$ cat config.mk
export PLATFORM = sky130hd
export DESIGN_NAME = multi_tap_exe
export DESIGN_NICKNAME = d
export VERILOG_FILES = /design/src/rtl/tap_pkg.sv /design/src/rtl/tap_chan.sv /design/src/rtl/multi_tap_exe.sv
export SDC_FILE = /design/constraint.sdc
export NUM_CORES = 1
export LEC_CHECK = 0
export ABC_AREA = 1
export BUFFER_PORTS_ARGS = -buffer_cell sky130_fd_sc_hd__clkbuf_2
export CAP_MARGIN = 20
export CORE_ASPECT_RATIO = 0.6
export CORE_MARGIN = 5
export CORE_UTILIZATION = 60
export CTS_CLUSTER_SIZE = 10
export DETAILED_ROUTE_END_ITERATION = 10
export PLACE_DENSITY = 0.8
export SLEW_MARGIN = 20
export SYNTH_ARGS = -nofsm -noshare
export SYNTH_HDL_FRONTEND = slang
export SYNTH_SLANG_ARGS = --single-unit
$ cat constraint.sdc
create_clock -name clk -period 8.6 [get_ports clk]
set_input_delay 1.29 -clock clk [delete_from_list [all_inputs] [get_ports clk]]
set_output_delay 1.29 -clock clk [all_outputs]
set_load 0.005 [all_outputs]
$ cat src/rtl/tap_pkg.sv
// Shared definitions for the multi-channel TAP executor: instruction codes,
// command word layout and the per-channel configuration record.
package tap_pkg;

    typedef enum logic [3:0] {
        C_TAP_SET_GT      = 4'd0,
        C_TAP_SET_ET      = 4'd1,
        C_TAP_SET_LT      = 4'd2,
        C_TAP_SET_THR     = 4'd3,
        C_TAP_SET_TRIG_EN = 4'd4,
        C_TAP_SET_HOLDOFF = 4'd5,
        C_TAP_GET_MODE    = 4'd6,
        C_TAP_GET_THR     = 4'd7,
        C_TAP_GET_CNT     = 4'd8,
        C_TAP_CLR_CNT     = 4'd9
    } tap_instr_e;

    localparam int unsigned CMD_TGT_LSB   = 28;
    localparam int unsigned CMD_TGT_W     = 4;
    localparam int unsigned CMD_INSTR_LSB = 24;
    localparam int unsigned CMD_INSTR_W   = 4;
    localparam int unsigned CMD_CH_LSB    = 16;
    localparam int unsigned CMD_CH_W      = 8;
    localparam int unsigned CMD_DATA_LSB  = 0;
    localparam int unsigned CMD_DATA_W    = 16;

    localparam logic [CMD_CH_W-1:0] CH_BCAST = 8'hFF;

    // Fields are held at the maximum legal width; unused upper bits stay zero.
    typedef struct packed {
        logic        gt;
        logic        et;
        logic        lt;
        logic        trig_en;
        logic [15:0] thr;
        logic [15:0] holdoff;
    } tap_cfg_t;

endpackage

$ cat src/rtl/tap_chan.sv
// One TAP channel: configuration registers, threshold comparator, hold-off
// counter and saturating trigger counter.
module tap_chan
    import tap_pkg::*;
#(
    parameter int unsigned THR_W  = 14,
    parameter int unsigned HOLD_W = 8,
    parameter int unsigned CNT_W  = 16
) (
    input  logic              clk,
    input  logic              rst,
    input  logic              wr_en,
    input  tap_instr_e        wr_instr,
    input  logic [15:0]       wr_data,
    input  logic [THR_W-1:0]  sample,
    input  logic              sample_valid,
    output logic              trig,
    output logic [3:0]        mode_rd,
    output logic [15:0]       thr_rd,
    output logic [15:0]       cnt_rd
);

    localparam logic [15:0] THR_MASK  = 16'((32'd1 << THR_W) - 32'd1);
    localparam logic [15:0] HOLD_MASK = 16'((32'd1 << HOLD_W) - 32'd1);

    tap_cfg_t          cfg;
    logic [HOLD_W-1:0] hold_cnt;
    logic [CNT_W-1:0]  cnt;
    logic [15:0]       s16;
    logic              hit;
    logic              fire;

    always_comb begin
        s16  = 16'(sample);
        hit  = sample_valid && cfg.trig_en &&
               ((cfg.gt && (s16 > cfg.thr)) ||
                (cfg.et && (s16 == cfg.thr)) ||
                (cfg.lt && (s16 < cfg.thr)));
        fire = hit && (hold_cnt == '0);
    end

    // Clear is applied after the trigger increment so it wins on a collision.
    always_ff @(posedge clk or posedge rst) begin
        if (rst) begin
            cfg      <= '0;
            hold_cnt <= '0;
            cnt      <= '0;
            trig     <= 1'b0;
        end else begin
            trig <= 1'b0;
            if (hold_cnt != '0) begin
                hold_cnt <= hold_cnt - HOLD_W'(1);
            end
            if (fire) begin
                trig     <= 1'b1;
                hold_cnt <= HOLD_W'(cfg.holdoff);
                if (cnt != '1) begin
                    cnt <= cnt + CNT_W'(1);
                end
            end
            if (wr_en) begin
                case (wr_instr)
                    C_TAP_SET_GT:      cfg.gt      <= wr_data[0];
                    C_TAP_SET_ET:      cfg.et      <= wr_data[0];
                    C_TAP_SET_LT:      cfg.lt      <= wr_data[0];
                    C_TAP_SET_TRIG_EN: cfg.trig_en <= wr_data[0];
                    C_TAP_SET_THR:     cfg.thr     <= wr_data & THR_MASK;
                    C_TAP_SET_HOLDOFF: cfg.holdoff <= wr_data & HOLD_MASK;
                    C_TAP_CLR_CNT:     cnt         <= '0;
                    default:           ;
                endcase
            end
        end
    end

    always_comb begin
        mode_rd = {cfg.trig_en, cfg.lt, cfg.et, cfg.gt};
        thr_rd  = cfg.thr;
        cnt_rd  = 16'(cnt);
    end

endmodule

$ cat src/rtl/multi_tap_exe.sv
// Command executor for N_CH TAP channels: decode, error check, write fan-out,
// read-back and registered response, plus the per-channel trigger engines.
module multi_tap_exe
    import tap_pkg::*;
#(
    parameter int unsigned N_CH   = 4,
    parameter int unsigned THR_W  = 14,
    parameter int unsigned HOLD_W = 8,
    parameter int unsigned CNT_W  = 16,
    parameter logic [3:0]  TARGET = 4'h3
) (
    input  logic                  clk,
    input  logic                  rst,
    input  logic                  run,
    input  logic [31:0]           cmd,
    output logic [31:0]           rsp,
    output logic                  rsp_valid,
    output logic                  rsp_err,
    input  logic [N_CH*THR_W-1:0] adc,
    input  logic                  adc_valid,
    output logic [N_CH-1:0]       trig
);

    logic [CMD_TGT_W-1:0]   tgt;
    logic [CMD_INSTR_W-1:0] instr_raw;
    tap_instr_e             instr;
    logic [CMD_CH_W-1:0]    ch;
    logic [CMD_DATA_W-1:0]  data;

    logic              accept;
    logic              bcast;
    logic              is_get;
    logic              err;
    logic              wr;
    logic [N_CH-1:0]   wr_en;

    logic [3:0]        mode_rd [N_CH];
    logic [15:0]       thr_rd  [N_CH];
    logic [15:0]       cnt_rd  [N_CH];
    logic [3:0]        mode_sel;
    logic [15:0]       thr_sel;
    logic [15:0]       cnt_sel;
    logic [15:0]       rd_data;

    always_comb begin
        tgt       = cmd[CMD_TGT_LSB   +: CMD_TGT_W];
        instr_raw = cmd[CMD_INSTR_LSB +: CMD_INSTR_W];
        instr     = tap_instr_e'(instr_raw);
        ch        = cmd[CMD_CH_LSB    +: CMD_CH_W];
        data      = cmd[CMD_DATA_LSB  +: CMD_DATA_W];

        accept = run && (tgt == TARGET);
        bcast  = (ch == CH_BCAST);
        is_get = (instr_raw >= 4'(C_TAP_GET_MODE)) && (instr_raw <= 4'(C_TAP_GET_CNT));
        err    = (instr_raw > 4'(C_TAP_CLR_CNT)) ||
                 (!bcast && (32'(ch) >= N_CH)) ||
                 (bcast && is_get);
        wr     = accept && !err && !is_get;

        for (int unsigned c = 0; c < N_CH; c++) begin
            wr_en[c] = wr && (bcast || (ch == 8'(c)));
        end
    end

    for (genvar g = 0; g < N_CH; g++) begin : g_chan
        tap_chan #(
            .THR_W  (THR_W),
            .HOLD_W (HOLD_W),
            .CNT_W  (CNT_W)
        ) u_chan (
            .clk          (clk),
            .rst          (rst),
            .wr_en        (wr_en[g]),
            .wr_instr     (instr),
            .wr_data      (data),
            .sample       (adc[g*THR_W +: THR_W]),
            .sample_valid (adc_valid),
            .trig         (trig[g]),
            .mode_rd      (mode_rd[g]),
            .thr_rd       (thr_rd[g]),
            .cnt_rd       (cnt_rd[g])
        );
    end

    always_comb begin
        mode_sel = '0;
        thr_sel  = '0;
        cnt_sel  = '0;
        for (int unsigned c = 0; c < N_CH; c++) begin
            if (ch == 8'(c)) begin
                mode_sel = mode_rd[c];
                thr_sel  = thr_rd[c];
                cnt_sel  = cnt_rd[c];
            end
        end

        rd_data = data;
        case (instr)
            C_TAP_GET_MODE: rd_data = {12'b0, mode_sel};
            C_TAP_GET_THR:  rd_data = thr_sel;
            C_TAP_GET_CNT:  rd_data = cnt_sel;
            default:        rd_data = data;
        endcase
    end

    // rsp and rsp_err hold between commands; only rsp_valid pulses.
    always_ff @(posedge clk or posedge rst) begin
        if (rst) begin
            rsp       <= '0;
            rsp_valid <= 1'b0;
            rsp_err   <= 1'b0;
        end else begin
            rsp_valid <= accept;
            if (accept) begin
                rsp_err <= err;
                rsp     <= err ? cmd : {cmd[31:16], rd_data};
            end
        end
    end

endmodule
# Word-level counts from Yosys, hierarchy flattened
# Cells that the tools add are included.
op_classes:
  add_sub_neg: 8
  magnitude_cmp: 12
  n_eq_ne: 22
  n_mux: 42
  reduce_logical: 89
ops:
  columns: ["cell", "count"]
  rows:
  - ["two-way mux 16 bit", 24]
  - ["adder 16 x 1 -> 16 bit (second input constant)", 4]
  - ["two-way mux 8 bit", 8]
  - ["!= test 16 bit (second input constant)", 4]
  - ["equality test 14 bit", 4]
  - ["greater-than comparator 14 bit", 4]
  - ["< comparator 14 bit", 4]
  - ["case mux 16 bit (3 select lines)", 1]
  - ["AND reduction 2 bit", 24]
  - ["zero test 8 bit", 5]
  - ["logical AND 1 bit", 34]
  - ["nonzero test 8 bit", 4]
  - ["subtractor 8 x 1 -> 8 bit (second input constant)", 4]
  - ["equality test 4 x 3 -> 1 bit (second input constant)", 4]
  - ["equality test 8 x 2 -> 1 bit (second input constant)", 2]
  - ["two-way mux 4 bit", 4]
  - ["logical OR 1 bit", 14]
  - ["two-way mux 14 bit", 1]
  - ["equality test 4 x 2 -> 1 bit (second input constant)", 3]
  - ["equality test 4 bit (second input constant)", 2]
  - ["equality test 8 x 1 -> 1 bit (second input constant)", 1]
  - ["equality test 8 bit (second input constant)", 1]
  - ["greater-or-equal comparator 8 x 3 -> 1 bit (second input constant)", 1]
  - ["nonzero test 2 bit", 4]
  - ["7 further kinds", 12]
totals:
  ff_bits: 238
  input_bits: 92
  output_inout_bits: 38
  word_cells: 212

# Depth between registers and ports, before layout
# Gate-level depths: netlist of run 1.
depth:
  depth_word: 10
  mapped_depth: 16
  depth_no_buf: 16

# Cells and area by module
# From an unflattened synthesis of run 1, not the netlist that was laid out.
hier_totals:
  cells_unflattened: 2226
  area_unflattened_um2: 16164.3
modules_own_cells:
  columns: ["mod", "n_inst", "cells_each", "area_per_inst_um2", "seq_area_each_um2"]
  rows:
  - ["tap_chan at g_chan[0].u_chan ...", 3, 424, 3245.6, 1276.2]
  - ["tap_chan at g_chan[3].u_chan", 1, 424, 3226.8, 1276.2]
  - ["multi_tap_exe", 1, 530, 3200.6, 850.8]

# Least setup slack after synthesis of run 1
# Ideal clock, no wire load.
synth_path:
  path_type: "input-to-reg"
  from: "input port adc[41]"
  to: "register g_chan[2].u_chan.cnt[10]"
  setup_time_ns: 0.078
  arrival_time_ns: 2.830
  required_ns: 8.522
  slack_ns: 5.692
  cell_stages: 12
  n_path_buf: 1
  cell_sequence: "ha_1 > nand2_1 > nor2_1 > nand2_1 > nor2_1 > nor2_1 > nand2_1 > nand3_1 > nand3_1 > clkbuf_1 > nand2_1 > a21oi_1"
synth_between:
  elab_chain_cells: 9
  word_cells_on_any_way: 13
  cone_classes: "order compare: 2; eq/ne: 1; mux: 3; reduce/logical: 7"
synth_lines:
  columns: ["element", "line", "source"]
  rows:
  - ["from (decl)", "multi_tap_exe.sv:19", "input logic [N_CH*THR_W-1:0] adc,"]
  - ["greater-than comparator 14 bit or equality test 14 bit (tied branches)", "tap_chan.sv:36, tap_chan.sv:37", null]
  - ["logical AND 1 bit (on tied branches)", "tap_chan.sv:36, tap_chan.sv:37", null]
  - ["logical OR 1 bit", "tap_chan.sv:36", "((cfg.gt && (s16 > cfg.thr)) ||"]
  - ["logical OR 1 bit *", "tap_chan.sv:37", "(cfg.et && (s16 == cfg.thr)) ||"]
  - ["logical AND 1 bit *", "tap_chan.sv:35", "hit = sample_valid && cfg.trig_en &&"]
  - ["logical AND 1 bit *", "tap_chan.sv:39", "fire = hit && (hold_cnt == '0);"]
  - ["two-way mux 16 bit *", "tap_chan.sv:54", "if (fire) begin"]
  - ["two-way mux 16 bit", "tap_chan.sv:62", "case (wr_instr)"]
  - ["two-way mux 16 bit *", "tap_chan.sv:61", "if (wr_en) begin"]
  - ["to (signal assigned)", "tap_chan.sv:58", "cnt <= cnt + CNT_W'(1);"]
  - ["to (decl)", "tap_chan.sv:28", "logic [CNT_W-1:0] cnt;"]
# Mark *: on every way between the ends. The rest lies on a longest branch, timed or not.
# A chain may end at the register's enable or synchronous reset.

# Final worst setup path of run 1
layout_path:
  from: "input port cmd[22]"
  to: "register rsp[8]"
layout_between:
  elab_chain_cells: 7
  word_cells_on_any_way: 21
  cone_classes: "order compare: 1; eq/ne: 4; mux: 10; reduce/logical: 6"
layout_lines:
  columns: ["element", "line", "source"]
  rows:
  - ["from (decl)", "multi_tap_exe.sv:15", "input logic [31:0] cmd,"]
  - ["zero test 8 bit", "multi_tap_exe.sv:90", "if (ch == 8'(c)) begin"]
  - ["two-way mux 16 bit or two-way mux 14 bit (tied branches)", "multi_tap_exe.sv:90", null]
  - ["two-way mux 16 bit (3 in a row)", "multi_tap_exe.sv:90", null]
  - ["case mux 16 bit (3 select lines)", "multi_tap_exe.sv:98", "case (instr)"]
  - ["two-way mux 16 bit *", "multi_tap_exe.sv:116", "rsp <= err ? cmd : {cmd[31:16], rd_data};"]
  - ["to (signal assigned)", "multi_tap_exe.sv:116", null]
  - ["to (decl)", "multi_tap_exe.sv:16", "output logic [31:0] rsp,"]
# Marked as above.

==> flow_summary.json, run 1 <==
{
  "required_ns": 9.03,
  "htree_levels": 1,
  "critPathMaxFanout": 24,
  "worstHoldStart": "rsp[18]$_DFFE_PP0P_",
  "finalHoldViolations": 0,
  "netlist_area_um2": 14500,
  "post-dp-hpwl_um": 34400,
  "post_cts_resized": 0,
  "wl_um": 46000,
  "ant_nets": 0,
  "syn2layout_area_growth_pct": 10.2,
  "synth_top_area_share_pct": 40.9,
  "drive_gt1_share_pct": 9.72,
  "synth_top_cell_by_area": "dfrtp_1",
  "synth_area_leaders": "dfrtp_1 41%, nand2_1 14%, inv_1 6.8%",
  "die_w_um": 211,
  "worst_pin_slew_ns": 1.10,
  "fin_crit_sh_pct": 45.6,
  "drc": 0,
  "syn_inst": 1961,
  "arrival_ns": 4.35,
  "grt_max_degree": 110,
  "wl_per_cell_um": 19.2,
  "synth_nets": 2117,
  "ys_seq_elements": 238,
  "grt_first_pass_wirelength_um": 71800,
  "die_y_um": 131,
  "path_clk_slew_ns": 0.06,
  "grt_use_total_pct": 33.5,
  "grt_overflow": 0,
  "rsz0062_at_grt": "no",
  "whs_ns": 0.473,
  "cts.sinks": 238,
  "setup_violations": 0,
  "initial_core_util_pct": 60.6,
  "pre_cts_ws_ns": 4.37,
  "crit_type": "input pin to flop",
  "irDropWorstVdd_v": 0.000134,
  "num-nets-final": 2224,
  "seq_area_frac_synth_pct": 40.9,
  "timing.slew.headroom_pct": 26.5,
  "cts_tree": "done",
  "layout_commonest_cell": "nand2_1",
  "fin_skew_ns": 0.0199,
  "holdBufCountCts": 0,
  "status": "completed",
  "register_area_um2": 5960,
  "yosysUniqueCellTypes": 40,
  "syn_area_per_cell_um2": 7.42,
  "antenna_found_initial": 0,
  "cts_buffer_depth": 3,
  "cp-end-kind": "flop",
  "fin_tns_setup_ns": 0,
  "cts_buffers": 27,
  "regToRegEndpoint": "g_chan[0].u_chan.cnt_rd[9]$_DFF_PP0_",
  "whs_endpoint": "rsp[18]$_DFFE_PP0P_",
  "r2r_cells": 13,
  "grt_pass1_vias": 12900,
  "clk_latency_ns": 0.55,
  "start_kind": "input pin",
  "holdPathStages": 2,
  "num_vias": 13900,
  "cts_setup_buffers": 0,
  "drt_iter0_markers": 2103,
  "port_buffers": 129,
  "ys_warn_count": 0,
  "placementRows": 44,
  "worst_slack_ns": 4.68,
  "p_leak_uw": 0.00857,
  "final_cell_mix": "524 x nand2_1, 263 x inv_1, 238 x dfrtp_1, 188 x nor2_1, 132 x a21oi_1",
  "place.gp.congestion": 1.04,
  "regToRegStartpoint": "g_chan[0].u_chan.thr_rd[12]$_DFFE_PP0P_",
  "diodes": 0,
  "avgViaCountPerCell": 5.83,
  "slew_violations": 0,
  "multi_input_area_um2": 7290,
  "io_pins": 130,
  "startpoint": "cmd[22]",
  "r2r_slack_ns": 5.51,
  "hp-class": "flop to flop",
  "dieArea_um2": 27600,
  "cts-root-buf": "clkbuf_16",
  "core_um2": 24000,
  "clock.fmax_mhz": 255,
  "cap_violations": 0,
  "n_fill_cell": 2089,
  "powerDensity_nw_per_um2": 147,
  "dr.pass1.iters": 9,
  "post-route-min-period_ns": 3.92
}
==> metrics by stage <==
step,instance area [um^2],cells,utilization (%),power (uW)
6_report,16000,2390,66.8,2350
5_1_grt,16000,2390,66.8,2430
4_1_cts,16000,2390,66.8,2350
3_5_place_dp,15300,2361,63.9,1370
3_3_place_gp,15300,2361,63.9,1370
2_1_floorplan,14500,1961,-,1260
==> worst max path at each step <==
stage | endpoint | slack, ns
finish | rsp[8]$_DFFE_PP0P_ | 4.68
global route | g_chan[0].u_chan.cnt_rd[13]$_DFF_PP0_ | 4.58
CTS | g_chan[0].u_chan.cnt_rd[13]$_DFF_PP0_ | 4.94
detailed placement | g_chan[0].u_chan.cnt_rd[13]$_DFF_PP0_ | 4.37
global placement | g_chan[0].u_chan.cnt_rd[13]$_DFF_PP0_ | 4.43
floorplan | g_chan[0].u_chan.cfg[0]$_DFFE_PP0P_ | 0.78
==> synth_stat cells, drive strengths merged <==
library cell,n
nand2,533
inv,264
dfrtp,238
nor2,205
o21ai,179
a21oi,134
nand3,68
ha,64
nand4,64
xor2,53
nor3,41
clkbuf,37
o211ai,23
buf,20
o22ai,9
xnor2,9
o21a,7
or2,5
a21boi,1
and2,1
clkinv,1
nand3b,1
nor4,1
o2111ai,1
o221ai,1
or3,1
==> final cells by class <==
cell class / instances / area share, %
multi-input cells: 1401 / 45.5
well taps: 322 / 2.51
inverters: 265 / 6.25
repair buffers: 135 / 4.31
clock buffers: 29 / 4.26
flip-flops and latches: 238 / 37.2
==> sequential cells by signal (all words and copies together), names as in the netlist <==
register                count
g_chan.u_chan.mode_rd      16
g_chan.u_chan.hold_cnt     32
rsp_err                     1
g_chan.u_chan.cfg          32
g_chan.u_chan.thr_rd       56
rsp_valid                   1
rsp                        32
g_chan.u_chan.trig          4
g_chan.u_chan.cnt_rd       64
==> logic make-up (layout without fill, tap and decap cells) <==
group	count (synthesis)	after routing	synth area share [%]
and+or+nand+nor	920	920	27.9
AOI/OAI and AO/OA	355	355	12.9
buffers and inverters	322	429	8.94
DFF	238	238	40.9
adders and majority gates	64	64	5.51
xor gates and xnor gates	62	62	3.73
==> worst max-delay path, cell delays in order <==
cell and delay (ns):
clkbuf_2 0.10, nor2_1 0.16, nand3_1 0.15, nor2_2 0.30, nand2_1 0.59, nor2_1 1.05
a21oi_1 0.25, o21ai_0 0.16, nand3_1 0.13, nand2_1 0.10, nand2_1 0.06
==> routing by layer <==
metal | GRT usage [%] | vias up | routed length, um
met5 | 0 | - | 0
met2 | 44.4 | 807 | 17500
met1 | 51.4 | 6499 | 20400
met4 | 7.50 | 0 | 1180
li1 | - | 6531 | -
met3 | 12.8 | 98 | 6930
==> where the power goes <==
part           switching, uW  internal (uW)
Sequential              27.7           1150
Combinational            116           61.0
Clock                    444            551
Total                    588           1760
Note: power is estimated with default switching activity, not from simulation.
==> run 2: changes to the inputs <==
Clock period 8.6 ns to 3.7 ns, I/O delays scaled along.
==> flow_summary.json, run 2 (same netlist as run 1, synthesis figures left out) <==
{
  "avgViaCountPerCell": 5.90,
  "slew_violations": 0,
  "status": "completed",
  "grt_overflow": 0,
  "placementRows": 44,
  "die_w_um": 211,
  "fin_skew_ns": 0.0278,
  "grt_use_total_pct": 34.0,
  "post_cts_resized": 0,
  "grt_first_pass_wirelength_um": 72800,
  "r2r_cells": 12,
  "irDropWorstVdd_v": 0.000347,
  "diodes": 0,
  "grt_pass1_vias": 13100,
  "cp-end-kind": "flop",
  "clk_latency_ns": 0.56,
  "path_clk_slew_ns": 0.06,
  "cpPeakStageDelay_ns": 0.41,
  "rsz0062_at_grt": "no",
  "r2r_slack_ns": 0.99,
  "post-dp-hpwl_um": 35400,
  "critPathMaxFanout": 19,
  "drive_gt1_share_pct": 10.4,
  "required_ns": 4.16,
  "core_um2": 24000,
  "clock.fmax_mhz": 369,
  "num-nets-final": 2239,
  "powerDensity_nw_per_um2": 338,
  "grt_max_degree": 92,
  "regToRegStartpoint": "g_chan[3].u_chan.hold_cnt[0]$_DFFE_PP0P_",
  "crit_type": "flop to flop",
  "dieArea_um2": 27600,
  "antenna_found_initial": 0,
  "largest_register_ffs": 64,
  "cts_buffer_depth": 3,
  "layout_commonest_cell": "nand2_1",
  "wl_um": 47000,
  "drc": 0,
  "pre_cts_ws_ns": 0.826,
  "register_area_um2": 5960,
  "ant_nets": 0,
  "port_buffers": 129,
  "cap_violations": 0,
  "instances_no_fill": 2406,
  "p_leak_uw": 0.00865,
  "crit_buf_inv": 3,
  "regToRegEndpoint": "g_chan[3].u_chan.cnt_rd[7]$_DFF_PP0_",
  "path_cells": "inv_1 > ha_1 > nand2_1 > nor2_1 > nand3_1 > or2_2 > nor2_2 > buf_4 > nand3_2 > inv_1 > nand2_1 > a21oi_1",
  "initial_core_util_pct": 60.6,
  "cts_buffers": 27,
  "cts.sinks": 238,
  "fin_crit_sh_pct": 73.2,
  "holdBufCountCts": 0,
  "start_kind": "flop",
  "final_cell_mix": "524 x nand2_1, 263 x inv_1, 238 x dfrtp_1, 188 x nor2_1, 132 x a21oi_1",
  "dr.pass1.iters": 8,
  "worst_pin_slew_ns": 1.00,
  "cts_tree": "done",
  "cts-root-buf": "clkbuf_16",
  "dp.cells": 2376,
  "finalHoldViolations": 0,
  "htree_levels": 1,
  "io_pins": 130,
  "place.gp.congestion": 1.10,
  "final_cell_area_um2": 16200,
  "worst_slack_ns": 0.992,
  "wl_per_cell_um": 19.5,
  "critPathTopFamily": "simple AND/OR/NAND/NOR gates",
  "arrival_ns": 3.17,
  "hp-class": "input pin to asynchronous set/reset pin",
  "die_y_um": 131,
  "multi_input_area_um2": 7290,
  "n_fill_cell": 2079,
  "place_area_um2": 15500,
  "setup_violations": 0,
  "fin_total_pwr_uw": 5470,
  "post-route-min-period_ns": 2.71,
  "fin_tns_setup_ns": 0,
  "drt_iter0_markers": 2060,
  "cts_setup_buffers": 0,
  "syn2layout_area_growth_pct": 11.1,
  "cp_slowest_cell": "nand3_2",
  "timing.slew.headroom_pct": 33.2,
  "num_vias": 14200
}
## run 2: power by group
part / internal (uW) / switching (uW) / leakage, uW
clock network: 1280 / 1030 / 0.000340
registers: 2680 / 61.7 / 0.00272
logic: 146 / 274 / 0.00559
## run 2: worst max-delay path by stage
stage	start	endpoint	slack (ns)	cells past startpoint
global placement	cmd[26]	rsp[8]$_DFFE_PP0P_	0.90	11
finish	g_chan[3].u_chan.hold_cnt[0]$_DFFE_PP0P_	g_chan[3].u_chan.cnt_rd[7]$_DFF_PP0_	0.99	12
CTS	g_chan[3].u_chan.hold_cnt[0]$_DFFE_PP0P_	g_chan[3].u_chan.cnt_rd[7]$_DFF_PP0_	1.05	12
global route	g_chan[3].u_chan.hold_cnt[0]$_DFFE_PP0P_	g_chan[3].u_chan.cnt_rd[7]$_DFF_PP0_	0.80	12
floorplan	rst	g_chan[0].u_chan.cfg[0]$_DFFE_PP0P_	0.03	1
detailed placement	cmd[19]	g_chan[3].u_chan.cnt_rd[15]$_DFF_PP0_	0.83	12
## run 2: per-layer routing
layer	part of all wire [%]	global-route usage [%]
met1	43	50.2
met2	39	45.6
met3	16	14.3
met4	2.6	8.61
met5	0.25	2.93
## run 2: area by class of cell
cell class / instances / share of cell area, %
flip-flops and latches: 238 / 36.8
multi-input cells: 1401 / 45.1
clock inverters: 1 / 0.0542
repair buffers: 150 / 5.12
well taps: 322 / 2.49
inverters: 265 / 6.18
clock buffers: 29 / 4.23
## run 2: stage by stage
step	utilization [%]	hold slack, ns
after floorplan	-	0.453
after global placement	64.5	0.451
after detailed placement	64.5	0.452
after CTS	67.3	0.136
after global routing	67.3	0.186
final	67.3	0.126
